**config.mk**
```make
export PLATFORM = sky130hd
export DESIGN_NAME = step_pulse_tracker
export DESIGN_NICKNAME = d
export VERILOG_FILES = /design/src/rtl/step_pulse_tracker.sv
export SDC_FILE = /design/constraint.sdc
export NUM_CORES = 1
export LEC_CHECK = 0
export BUFFER_PORTS_ARGS = -buffer_cell sky130_fd_sc_hd__clkbuf_2
export CORE_UTILIZATION = 35
export CTS_BUF_LIST = sky130_fd_sc_hd__clkbuf_2 sky130_fd_sc_hd__clkbuf_4 sky130_fd_sc_hd__clkbuf_8
export DETAILED_ROUTE_END_ITERATION = 8
export GPL_TIMING_DRIVEN = 0
export SLEW_MARGIN = 20
export SYNTH_ARGS = -nofsm -noshare
export SYNTH_HDL_FRONTEND = slang
export SYNTH_SLANG_ARGS = --single-unit
```
**constraint.sdc**
```tcl
create_clock -name clock_in -period 3 [get_ports clock_in]
set_input_delay 0.3 -clock clock_in [delete_from_list [all_inputs] [get_ports clock_in]]
set_output_delay 0.3 -clock clock_in [all_outputs]
set_load 0.1 [all_outputs]
```
**src/rtl/step_pulse_tracker.sv**
```systemverilog
// Step/dir receiver: synchronises step and dir, validates pulse width and spacing,
// and keeps a signed position count with at-target detection.
module step_pulse_tracker #(
    parameter int unsigned           POS_W      = 16,
    parameter int unsigned           CNT_W      = 28,
    parameter logic [CNT_W-1:0]      MIN_HIGH   = CNT_W'(1000),
    parameter logic [CNT_W-1:0]      MIN_PERIOD = CNT_W'(1000000)
) (
    input  logic             clock_in,
    input  logic             resetn,
    input  logic             step_in,
    input  logic             dir_in,
    input  logic             clear,
    input  logic [POS_W-1:0] target,
    output logic [POS_W-1:0] position,
    output logic             step_strobe,
    output logic             at_target,
    output logic             busy,
    output logic             err_short,
    output logic             err_fast
);

    localparam logic [1:0] IDLE   = 2'd0;
    localparam logic [1:0] HIGH   = 2'd1;
    localparam logic [1:0] REJECT = 2'd2;

    logic             step_meta, s_step;
    logic             dir_meta, s_dir;
    logic [1:0]       state_q, state_nxt;
    logic [CNT_W-1:0] high_cnt_q, high_cnt_nxt;
    logic [CNT_W-1:0] period_cnt_q, period_cnt_nxt;
    logic             pulse_seen_q, pulse_seen_nxt;
    logic             dir_q, dir_nxt;
    logic [POS_W-1:0] position_nxt;
    logic             strobe_nxt, err_short_nxt, err_fast_nxt;
    logic             period_ok;

    // No accepted pulse since reset/clear means the period check is waived.
    assign period_ok = !pulse_seen_q || (period_cnt_q >= MIN_PERIOD);

    // Two-flop synchronisers for the asynchronous step/dir lines.
    always_ff @(posedge clock_in or negedge resetn) begin
        if (!resetn) begin
            step_meta <= 1'b0;
            s_step    <= 1'b0;
            dir_meta  <= 1'b0;
            s_dir     <= 1'b0;
        end else begin
            step_meta <= step_in;
            s_step    <= step_meta;
            dir_meta  <= dir_in;
            s_dir     <= dir_meta;
        end
    end

    // State and registered outputs.
    always_ff @(posedge clock_in or negedge resetn) begin
        if (!resetn) begin
            state_q      <= IDLE;
            high_cnt_q   <= '0;
            period_cnt_q <= '0;
            pulse_seen_q <= 1'b0;
            dir_q        <= 1'b0;
            position     <= '0;
            step_strobe  <= 1'b0;
            at_target    <= 1'b0;
            busy         <= 1'b0;
            err_short    <= 1'b0;
            err_fast     <= 1'b0;
        end else begin
            state_q      <= state_nxt;
            high_cnt_q   <= high_cnt_nxt;
            period_cnt_q <= period_cnt_nxt;
            pulse_seen_q <= pulse_seen_nxt;
            dir_q        <= dir_nxt;
            position     <= position_nxt;
            step_strobe  <= strobe_nxt;
            at_target    <= (position == target);
            busy         <= (state_nxt != IDLE);
            err_short    <= err_short_nxt;
            err_fast     <= err_fast_nxt;
        end
    end

    // Next-state and output logic.
    always_comb begin
        state_nxt      = state_q;
        high_cnt_nxt   = high_cnt_q;
        period_cnt_nxt = (period_cnt_q < MIN_PERIOD) ? period_cnt_q + CNT_W'(1) : period_cnt_q;
        pulse_seen_nxt = pulse_seen_q;
        dir_nxt        = dir_q;
        position_nxt   = position;
        strobe_nxt     = 1'b0;
        err_short_nxt  = err_short;
        err_fast_nxt   = err_fast;

        if (clear) begin
            // A pulse in progress at clear is discarded by parking in REJECT.
            position_nxt   = '0;
            err_short_nxt  = 1'b0;
            err_fast_nxt   = 1'b0;
            pulse_seen_nxt = 1'b0;
            period_cnt_nxt = '0;
            high_cnt_nxt   = '0;
            state_nxt      = s_step ? REJECT : IDLE;
        end else begin
            case (state_q)
                IDLE: begin
                    if (s_step) begin
                        if (period_ok) begin
                            state_nxt      = HIGH;
                            dir_nxt        = s_dir;
                            high_cnt_nxt   = CNT_W'(1);
                            period_cnt_nxt = '0;
                            pulse_seen_nxt = 1'b1;
                        end else begin
                            state_nxt    = REJECT;
                            err_fast_nxt = 1'b1;
                        end
                    end
                end
                HIGH: begin
                    if (s_step) begin
                        if (high_cnt_q < MIN_HIGH) begin
                            high_cnt_nxt = high_cnt_q + CNT_W'(1);
                        end
                    end else begin
                        state_nxt = IDLE;
                        if (high_cnt_q >= MIN_HIGH) begin
                            position_nxt = dir_q ? position + POS_W'(1) : position - POS_W'(1);
                            strobe_nxt   = 1'b1;
                        end else begin
                            err_short_nxt = 1'b1;
                        end
                    end
                end
                REJECT: begin
                    if (!s_step) begin
                        state_nxt = IDLE;
                    end
                end
                default: state_nxt = IDLE;
            endcase
        end
    end

endmodule

```
# Word level (Yosys, flattened, before mapping)
# Index checks and enable logic that the tools add are counted.
dict set report word_totals {
  n_memories 0
  elab_cells 89
  regBits 85
  rom_bits 0
  inputBits 21
  ramBits 0
  latchBits 0
  output_inout_bits 21
}
dict set report op_classes {
  add_sub_neg 4
  div_mod_pow 0
  shift 0
  n_eq_ne 10
  order_cmp 4
  reduce_logical 17
  n_mul 0
  bitwise 1
  mux 38
}
# cell n
set ops {}
lappend ops {{$mux 28} 10}
lappend ops {{$mux 16} 5}
lappend ops {{$add 28x1->28 const B} 2}
lappend ops {{$pmux 28 s2} 1}
lappend ops {{$ge 28x10->1 const B} 1}
lappend ops {{$ge 28x20->1 const B} 1}
lappend ops {{$lt 28x10->1 const B} 1}
lappend ops {{$lt 28x20->1 const B} 1}
lappend ops {{$add 16x1->16 const B} 1}
lappend ops {{$eq 16x16->1} 1}
lappend ops {{$mux 1} 16}
lappend ops {{$sub 16x1->16 const B} 1}
lappend ops {{$ne 3x3->1 const B} 4}
lappend ops {{$reduce_and 3->1} 4}
lappend ops {{$reduce_bool 2->1} 6}
lappend ops {{$mux 2} 5}
lappend ops {{$ne 2x2->1 const B} 3}
lappend ops {{$reduce_and 5->1} 1}
lappend ops {{$pmux 2 s2} 1}
lappend ops {{$reduce_and 4->1} 1}
lappend ops {{$reduce_bool 3->1} 1}
lappend ops {{$eq 2x1->1 const B} 1}
lappend ops {{$eq 2x2->1 const B} 1}
lappend ops {{$logic_not 2->1} 1}
lappend ops {{4 further kinds} 4}

# Depth between registers and ports, before layout
# Gate-level depths: netlist of run 1.
dict set report depth {
  ltp_word 7
  depth_mapped 11
  depth_no_buf 10
}

# Worst setup path after synthesis of run 1
# No wires, ideal clock.
dict set report synth_path {
  kind {reg-to-reg}
  startpoint {register position[1]}
  endpoint {register position[15]}
  period_less_slack_ns 2.948
  path_stages_with_launch 10
  required_time_ns 2.916
  setup_time_ns 0.084
  arrival_time_ns 2.864
  n_path_buf 0
  setup_slack_ns 0.052
  cell_sequence {dfrtp_1 ha_1 a211oi_1 o21ai_0 a2111oi_2 o31ai_1 a221oi_2 xnor2_1 a21oi_1 o22ai_1}
}
dict set report synth_via {
  elab_chain_cells 6
  word_cells_on_any_way 7
  classes_between {add/sub: 2; mux: 5}
}
# item line
set synth_rtl {}
lappend synth_rtl {{from (decl)} 15} ;# output logic [POS_W-1:0] position,
lappend synth_rtl {{from (signal assigned)} 76} ;# position <= position_nxt;
lappend synth_rtl {{$sub 16x1->16 or $add 16x1->16 (tied branches)} 130} ;# position_nxt = dir_q ? position + POS_W'(1) : position - POS_W'(1);
lappend synth_rtl {{$mux 16 (*)} 130}
lappend synth_rtl {{$mux 16 (*)} 129} ;# if (high_cnt_q >= MIN_HIGH) begin
lappend synth_rtl {{$mux 16 (*)} 123} ;# if (s_step) begin
lappend synth_rtl {{$mux 16 (*)} 107} ;# case (state_q)
lappend synth_rtl {{$mux 16 (*)} 97} ;# if (clear) begin
# Mark *: on every way between the ends. The rest lies on a longest branch, timed or not. The select of a mux whose other input is x is not followed.
# A chain may end at the register's enable or synchronous reset.

# Worst setup path after layout of run 1
dict set report layout_path {
  startpoint {register dir_q}
  endpoint {register position[15]}
}
dict set report layout_via {
  elab_chain_cells 5
}
# item line
set layout_rtl {}
lappend layout_rtl {{from (decl)} 33} ;# logic dir_q, dir_nxt;
lappend layout_rtl {{from (signal assigned)} 75} ;# dir_q <= dir_nxt;
lappend layout_rtl {{$mux 16} 130}
lappend layout_rtl {{$mux 16} 129}
lappend layout_rtl {{$mux 16} 123}
lappend layout_rtl {{$mux 16} 107}
lappend layout_rtl {{$mux 16} 97}
# No other way between the ends. The select of a mux whose other input is x is not followed.

==> impl_summary.log, run 1 <==
INFO  metric ys_seq_area_share = between 40% and 50%
INFO  metric die_w = about 120 µm
INFO  metric detailroute.wirelength.met3 = ~270 µm
INFO  metric worstPathArrival = roughly 3.1 ns
INFO  metric placed_area = 5050 µm²
INFO  metric grt_pass1_vias = approximately 3.4k
INFO  metric drt-initial-drc-count = slightly below 200
INFO  metric slew_violations = 0
INFO  metric crit_family = compound AO/OA/AOI/OAI gates
INFO  metric hold_viol = 0
INFO  metric most_frequently_used_flop_master_after_synthesis = sky130_fd_sc_hd__dfrtp_1
INFO  metric worstPathBufferInverterCount = 1
INFO  metric syn-num-nets = between 500 and 600
INFO  metric clock_insertion_delay_worst_skew = 0.37 ns
INFO  metric port-buffer-count = 41
INFO  metric cts_made_buffers = 9
INFO  metric cts_tree = built
INFO  metric cts.clk_slew.worst_paths = approximately 0.08 ns
INFO  metric met2RoutedLength = 4440 µm
INFO  metric hpwlAfterDp = 6860 µm
INFO  metric fmaxAchievable = roughly 350 MHz
INFO  metric max_stage_delay = 0.44 ns
INFO  metric dr.max_layer_used = met4
INFO  metric insertedDiodeCount = 0
INFO  metric drc = 0
INFO  metric endpoint_kind = flip-flop
INFO  metric largest_net_degree_at_the_start_of_global_routing = 86
INFO  metric postSynthCellCount = between 400 and 500
INFO  metric grt_setup_unrepaired = no
INFO  metric worst_ep_required_time = 3.29 ns
INFO  metric fin_clk_skew = roughly 0.0082 ns
INFO  metric finalCriticalPeriod = between 2 and 3 ns
INFO  metric criticalPathCategory = reg2reg
INFO  metric pin_count = 42
INFO  metric synth.ff_latch_count = 85
INFO  metric route.detailed.wl_per_inst = roughly 13 µm
INFO  metric clock_path_buffers = 2
INFO  metric htree_num_levels = 3
INFO  metric grt_pass1_wl = ~16000 µm
INFO  metric antenna_found_initial = 0
INFO  metric power_leakage = about 2.4 nW
INFO  metric outcome = completed
INFO  metric timing.hold.worst.class = in2reg
INFO  metric drt_pass1_iterations = 4
INFO  metric wl_met1 = between 4000 and 5000 µm
INFO  metric num_vias = 3550
INFO  metric finalCoreUtilization = 41.8%
INFO  metric synth_enable_flop_cells = 0
INFO  metric clk_root_buffer_cell = sky130_fd_sc_hd__clkbuf_8
INFO  metric layout_commonest_cell = sky130_fd_sc_hd__dfrtp_1
INFO  metric synthesis.area_per_instance = 9.64 µm²
INFO  metric layout_worst_path_cycle_share = 94.1%
INFO  metric cell_area_after_synthesis = between 4000 and 5000 µm²
INFO  metric core-area = about 13000 µm²
INFO  metric gr-usage-all-layers = between 10% and 20%
INFO  metric seq_area = approximately 2100 µm²
INFO  metric filler_cell_count = roughly 1.3k
INFO  metric vdd.ir_drop.worst = approximately 0.00019 V
INFO  metric gp_routability_congestion = around 0.84
INFO  metric proportion_of_layout_cells_with_a_drive_suffix_above_1 = between 15 and 20%
INFO  metric routed_vias_inst = around 5
INFO  metric cp_max_fo = 7
INFO  metric multiInputGateArea = between 2000 and 2500 µm²
INFO  metric detail_route.wirelength = roughly 9500 µm
INFO  metric die_h = between 100 and 150 µm
INFO  metric finalSetupViolCount = 0
INFO  metric post-route-cell-area = between 5000 and 6000 µm²
INFO  metric ys_async_sr_fraction = 100%
INFO  metric cp-start-kind = flip-flop
INFO  metric clock_sinks = 85
INFO  metric cp_cell_sequence = clkinvlp_4 > ha_1 > a211oi_1 > o21ai_1 > a2111oi_4 > o31ai_2 > a221oi_2 > xnor2_1 > a21oi_1 > o22ai_1
INFO  metric die_area = about 14000 µm²
INFO  metric detail-route-antenna-nets = 0
INFO  metric area.growth.synth_to_final = 15.4%
INFO  metric p_per_area = 472 nW/µm²
INFO  metric finalNetCount = 578
INFO  metric slowest_stage = sky130_fd_sc_hd__dfrtp_1
INFO  metric slew_headroom = approximately 45%
INFO  metric overflow = 0
INFO  metric yosysWarnings = 0
INFO  metric worstMarginPinSlew = 0.814 ns
INFO  metric rows = between 40 and 50
INFO  metric initial_utilization = 36.2%
INFO  metric synth_cell_type_count = 54
INFO  metric layout_common_cells = 85 x sky130_fd_sc_hd__dfrtp_1, 62 x sky130_fd_sc_hd__nor2_1, 40 x sky130_fd_sc_hd__clkbuf_2, 39 x sky130_fd_sc_hd__nand2_1, 29 x sky130_fd_sc_hd__xnor2_1
INFO  metric drv.max_cap_violation_count = 0
[report_power, final]
group	internal [mW]	total [mW]	switching, mW
combinational	0.160	0.427	0.267
sequential	1.17	1.19	0.0210
clock	0.471	0.907	0.436
[flip-flops by register name, indices dropped and copies added (netlist names)]
signal,cells
err_short,1
position,16
err_fast,1
s_step,1
s_dir,1
pulse_seen_q,1
busy,1
dir_meta,1
dir_q,1
step_meta,1
step_strobe,1
at_target,1
high_cnt_q,28
state_q,2
period_cnt_q,28
[cells by family after synthesis]
| group | synth area share (%) |
|---|---|
| xor+xnor | 8.71 |
| simple gates | 21.8 |
| mux | 0.216 |
| flops | 46.0 |
| fa+ha+maj | 6.11 |
| buf+inv | 2.46 |
| compound gates | 14.7 |
[worst reg2reg max path, stage by stage, from the launching register on]
cell                         delay [ns]
sky130_fd_sc_hd__dfrtp_1           0.44
sky130_fd_sc_hd__clkinvlp_4        0.21
sky130_fd_sc_hd__ha_1              0.33
sky130_fd_sc_hd__a211oi_1          0.32
sky130_fd_sc_hd__o21ai_1           0.20
sky130_fd_sc_hd__a2111oi_4         0.42
sky130_fd_sc_hd__o31ai_2           0.17
sky130_fd_sc_hd__a221oi_2          0.25
sky130_fd_sc_hd__xnor2_1           0.17
sky130_fd_sc_hd__a21oi_1           0.09
sky130_fd_sc_hd__o22ai_1           0.15
[what timing repair did]
action                     4_1_cts  5_1_grt
setup endpoints to repair        4        3
gates resized for setup          2        4
pin swaps                        0        1
hold buffers                     1        0
buffers inserted                 2        0
hold endpoints to repair        51        0
[layer usage]
metal  vias to the layer above  track usage, %
li1                       1793               -
met1                      1708            19.2
met2                        37            25.0
met3                        12            3.24
met4                         0            7.09
met5                         -               0
[worst paths after layout]
| path | to | start | slack, ns | cells after the start |
|---|---|---|---|---|
| worst max-delay path | position[15] | dir_q | 0.18 | 10 |
| worst max register to register | position[15] | dir_q | 0.18 | 10 |
| worst min-delay path | dir_meta | dir_in | 0.03 | 1 |
| max in group asynchronous | position[2] | resetn | 2.00 | 2 |
| min in group asynchronous | high_cnt_q[3] | resetn | 0.51 | 2 |
| worst min register to register | s_dir | dir_meta | 0.38 | 0 |
[synth_stat cells, types with 10 or more instances]
master | count | area (µm²)
sky130_fd_sc_hd__xnor2_1 | 29 | 254
sky130_fd_sc_hd__a21oi_1 | 17 | 85.1
sky130_fd_sc_hd__o21ai_1 | 13 | 65.1
sky130_fd_sc_hd__and2_1 | 12 | 75.1
sky130_fd_sc_hd__nand3_1 | 17 | 85.1
sky130_fd_sc_hd__a31oi_1 | 12 | 75.1
sky130_fd_sc_hd__xor2_1 | 17 | 149
sky130_fd_sc_hd__inv_1 | 17 | 63.8
sky130_fd_sc_hd__dfrtp_1 | 85 | 2130
sky130_fd_sc_hd__and3_1 | 10 | 62.6
sky130_fd_sc_hd__nor2_1 | 62 | 233
sky130_fd_sc_hd__ha_1 | 21 | 263
sky130_fd_sc_hd__o21ai_0 | 21 | 105
sky130_fd_sc_hd__nand2_1 | 39 | 146
[per-stage QoR]
stage | worst slack [ns] | hold WS (ns) | power (mW) | instances | setup TNS (ns)
detailed placement | -0.112 | 0.380 | 1.61 | 693 | -0.234
floorplan | 0.0521 | 0.00441 | 1.50 | 480 | 0
CTS | 0.112 | 0.00854 | 2.55 | 712 | 0
finish | 0.176 | 0.0296 | 2.52 | 712 | 0
global route | 0.00352 | 0.00606 | 2.65 | 712 | 0
global placement | -0.0799 | 0.375 | 1.60 | 693 | -0.196
[final cells by class]
class	instances	area share, %
Multi-Input combinational cell	367	45.3
Sequential cell	85	39.9
Timing Repair Buffer	44	4.48
Tap cell	172	4.03
Clock buffer	9	2.32
Clock inverter	7	1.83
Inverter	17	1.27
Buffer	11	0.938
Note: power is estimated with default switching activity, not from simulation.
==> inputs of run 2 (changes only) <==
REMOVE_ABC_BUFFERS = 1   (was unset)
==> run 2 against run 1 <==
Compared with the run above:
- count of clock-buffer cells in the layout up 3
- clock skew up 0.0025 ns
- largest power group unchanged
- utilization down 0.81 points
- die area unchanged
- sequential cell count unchanged
- register-to-register slack better by 0.08 ns
- sequential share of layout area up 0.81 points
- the run now ends with negative hold slack left
- global-route usage down 0.075 points
==> impl_summary.log, run 2 (synthesized netlist as in run 1, its figures left out) <==
INFO  metric cts.clk_slew.worst_paths = 0.09 ns (about the same)
INFO  metric grt_util_met2 = 23.8% (-1.1 points)
INFO  metric worst_ep_required_time = 3.29 ns (about the same)
INFO  metric hold-worst-slack = -0.0135 ns (-0.0431 ns)
INFO  metric post-route-cell-area = 5230 µm² (-1.9%)
INFO  metric proportion_of_layout_cells_with_a_drive_suffix_above_1 = 15.4% (-0.19 points)
INFO  metric grt_pass1_wl = 16000 µm (+1.4%)
INFO  metric worstPathArrival = 3.03 ns (-0.09 ns)
INFO  metric fin_clk_skew = 0.0108 ns (+0.00252 ns)
INFO  metric insertedDiodeCount = 0 (unchanged)
INFO  metric overflow = 0 (unchanged)
INFO  metric initial_utilization = 36.2% (unchanged)
INFO  metric p_per_area = 464 nW/µm² (-1.8%)
INFO  metric power_leakage = 2.34 nW (-1.9%)
INFO  metric cp-start-kind = flip-flop
INFO  metric die_w = 117 µm (unchanged)
INFO  metric power.combinational.fraction = 16.9% (about the same)
INFO  metric post-route-worst-setup-slack = 0.256 ns (+0.0800 ns)
INFO  metric drt-initial-drc-count = 154 (-21%)
INFO  metric drv.max_cap_violation_count = 0 (unchanged)
INFO  metric timing.hold.worst.class = in2async
INFO  metric dp_worst_setup_slack = -0.110 ns (+0.00243 ns)
INFO  metric total_power = 2.43 mW (-3.7%)
INFO  metric num_vias = 3495 (-1.5%)
INFO  metric area.growth.synth_to_final = 13.1%
INFO  metric outcome = complete, but fails checks
INFO  metric htree_num_levels = 3 (unchanged)
INFO  metric power.internal = 1.74 mW (-3.1%)
INFO  metric vdd.ir_drop.worst = 0.000244 V (+30%)
INFO  metric slew_headroom = 34.8% (-10 points)
INFO  metric hpwlAfterDp = 6680 µm (-2.6%)
INFO  metric power_frac_clock = 34.1% (-1.9 points)
INFO  metric finalCoreUtilization = 41.0% (-0.81 points)
INFO  metric hold_viol = 10 (+10)
INFO  metric sw_frac_of_total = 28.3% (-0.42 points)
INFO  metric layout_commonest_cell = sky130_fd_sc_hd__dfrtp_1
INFO  metric placed_area = 5000 µm² (-0.99%)
INFO  metric clock_sinks = 85 (unchanged)
INFO  metric clock_path_buffers = 2 (unchanged)
INFO  metric worstMarginPinSlew = 0.970 ns (+0.156 ns)
INFO  metric rows = 41 (unchanged)
INFO  metric criticalPathCategory = reg2reg
INFO  metric slack_of_the_worst_reg_to_reg_path = 0.26 ns (+0.08 ns)
INFO  metric gr-usage-all-layers = 15.1% (-0.075 points)
INFO  metric die_area = 13700 µm² (unchanged)
INFO  metric drc = 0 (unchanged)
INFO  metric gp_routability_congestion = 0.827 (-1.1%)
INFO  metric clk_root_buffer_cell = sky130_fd_sc_hd__clkbuf_8
INFO  metric top_usage_layer = met2
INFO  metric finalSetupTns = 0 ns (unchanged)
INFO  metric finalSetupViolCount = 0 (unchanged)
INFO  metric layout_worst_path_cycle_share = 91.5% (-2.7 points)
INFO  metric pin_count = 42 (unchanged)
INFO  metric finalCriticalPeriod = 2.74 ns (-0.0800 ns)
INFO  metric endpoint_kind = flip-flop
INFO  metric gr-usage-met1 = 20.8% (+1.7 points)
INFO  metric cts_tree = built
INFO  metric port-buffer-count = 41 (unchanged)
INFO  metric largest_net_degree_at_the_start_of_global_routing = 86 (unchanged)
INFO  metric antenna_found_initial = 0 (unchanged)
INFO  metric detail_route.wirelength = 9470 µm (-0.47%)
INFO  metric groute.layer.met3.usage = 3.40% (+0.15 points)
INFO  metric reg.largest.list = high_cnt_q: 28 flops, period_cnt_q: 28 flops, position: 16 flops
INFO  metric detail-route-antenna-nets = 0 (unchanged)
INFO  metric route.detailed.wl_per_inst = 13.5 µm (+1.4%)
INFO  metric violations = negative hold slack
INFO  metric layout_common_cells = 84 x sky130_fd_sc_hd__dfrtp_1, 61 x sky130_fd_sc_hd__nor2_1, 40 x sky130_fd_sc_hd__clkbuf_2, 39 x sky130_fd_sc_hd__nand2_1, 29 x sky130_fd_sc_hd__xnor2_1
INFO  metric core-area = 12800 µm² (unchanged)
INFO  metric fmaxAchievable = 364 MHz (+2.9%)
INFO  metric critical_path.reg2reg.startpoint = dir_q
INFO  metric die_h = 117 µm (unchanged)
INFO  metric power.sequential.fraction = 49.0% (+1.9 points)
INFO  metric power.switching = 0.687 mW (-5.1%)
INFO  metric finalNetCount = 565 (-2.2%)
INFO  metric cts_made_buffers = 9 (unchanged)
INFO  metric slew_violations = 0 (unchanged)
INFO  metric drt_pass1_iterations = 4 (unchanged)
INFO  metric timing.rr.end = position[15]
INFO  metric grt_setup_unrepaired = no
INFO  metric clock_insertion_delay_worst_skew = 0.36 ns (about the same)
INFO  metric routed_vias_inst = 5.00 (+0.28%)
INFO  metric cp_max_fo = 6 (-1)
INFO  metric worst-r2r-cell-count = 10 (unchanged)
INFO  metric grt_pass1_vias = 3313 (-2.6%)
[run 2: repair_timing]
item / CTS / global route
hold buffers: 0 / 0
endpoints found under the setup margin: 5 / 12
gates resized for setup: 1 / 5
cloned: 0 / 0
setup buffers: 1 / 0
endpoints found under the hold margin: 0 / 0
[run 2: how the worst max path moves through the flow]
stage,start,end,slack (ns),cells past startpoint
4_1_cts,dir_q,position[14],0.08,10
3_5_place_dp,dir_q,position[14],-0.11,10
5_1_grt,high_cnt_q[7],position[9],0.01,7
3_3_place_gp,dir_q,position[15],-0.07,10
2_1_floorplan,position[1],position[15],0.04,9
6_report,dir_q,position[15],0.26,10
[run 2: area by class of cell]
class | instances | area, µm²
fill | 1251 | 7540
multi-input combinational | 367 | 2400
sequential | 85 | 2130
timing repair buffer | 42 | 221
tap | 172 | 215
clock buffer | 12 | 153
inverter | 17 | 67.6
clock inverter | 4 | 47.5
[run 2: stage by stage]
| step | hold WS, ns | std cells |
|---|---|---|
| floorplan | 0.00441 | 469 |
| global placement | 0.356 | 682 |
| detailed placement | 0.357 | 682 |
| CTS | 0.00203 | 699 |
| global route | 0.0318 | 699 |
| finish | -0.0135 | 699 |
[run 2: power groups by stage]
stage	clock network (mW)	registers [mW]	logic, mW
2_1_floorplan	0	1.23	0.264
3_3_place_gp	0	1.21	0.386
3_5_place_dp	0	1.21	0.399
4_1_cts	0.866	1.19	0.409
5_1_grt	0.894	1.19	0.462
6_report	0.827	1.19	0.410
[run 2: critical path, cell delays in order (launching register included)]
cell	delay, ns
sky130_fd_sc_hd__dfrtp_2	0.43
sky130_fd_sc_hd__clkinvlp_4	0.17
sky130_fd_sc_hd__ha_1	0.36
sky130_fd_sc_hd__o21a_1	0.19
sky130_fd_sc_hd__o21a_1	0.20
sky130_fd_sc_hd__a2111oi_2	0.41
sky130_fd_sc_hd__o31ai_1	0.21
sky130_fd_sc_hd__a221oi_2	0.26
sky130_fd_sc_hd__xnor2_1	0.18
sky130_fd_sc_hd__a21oi_1	0.10
sky130_fd_sc_hd__o22ai_1	0.15
[run 2: layer usage]
layer  vias up  share of wire [%]
li1       1768                  -
met1      1675                 50
met2        43                 47
met3         9                2.7
met4         0                1.1
met5         -                  0
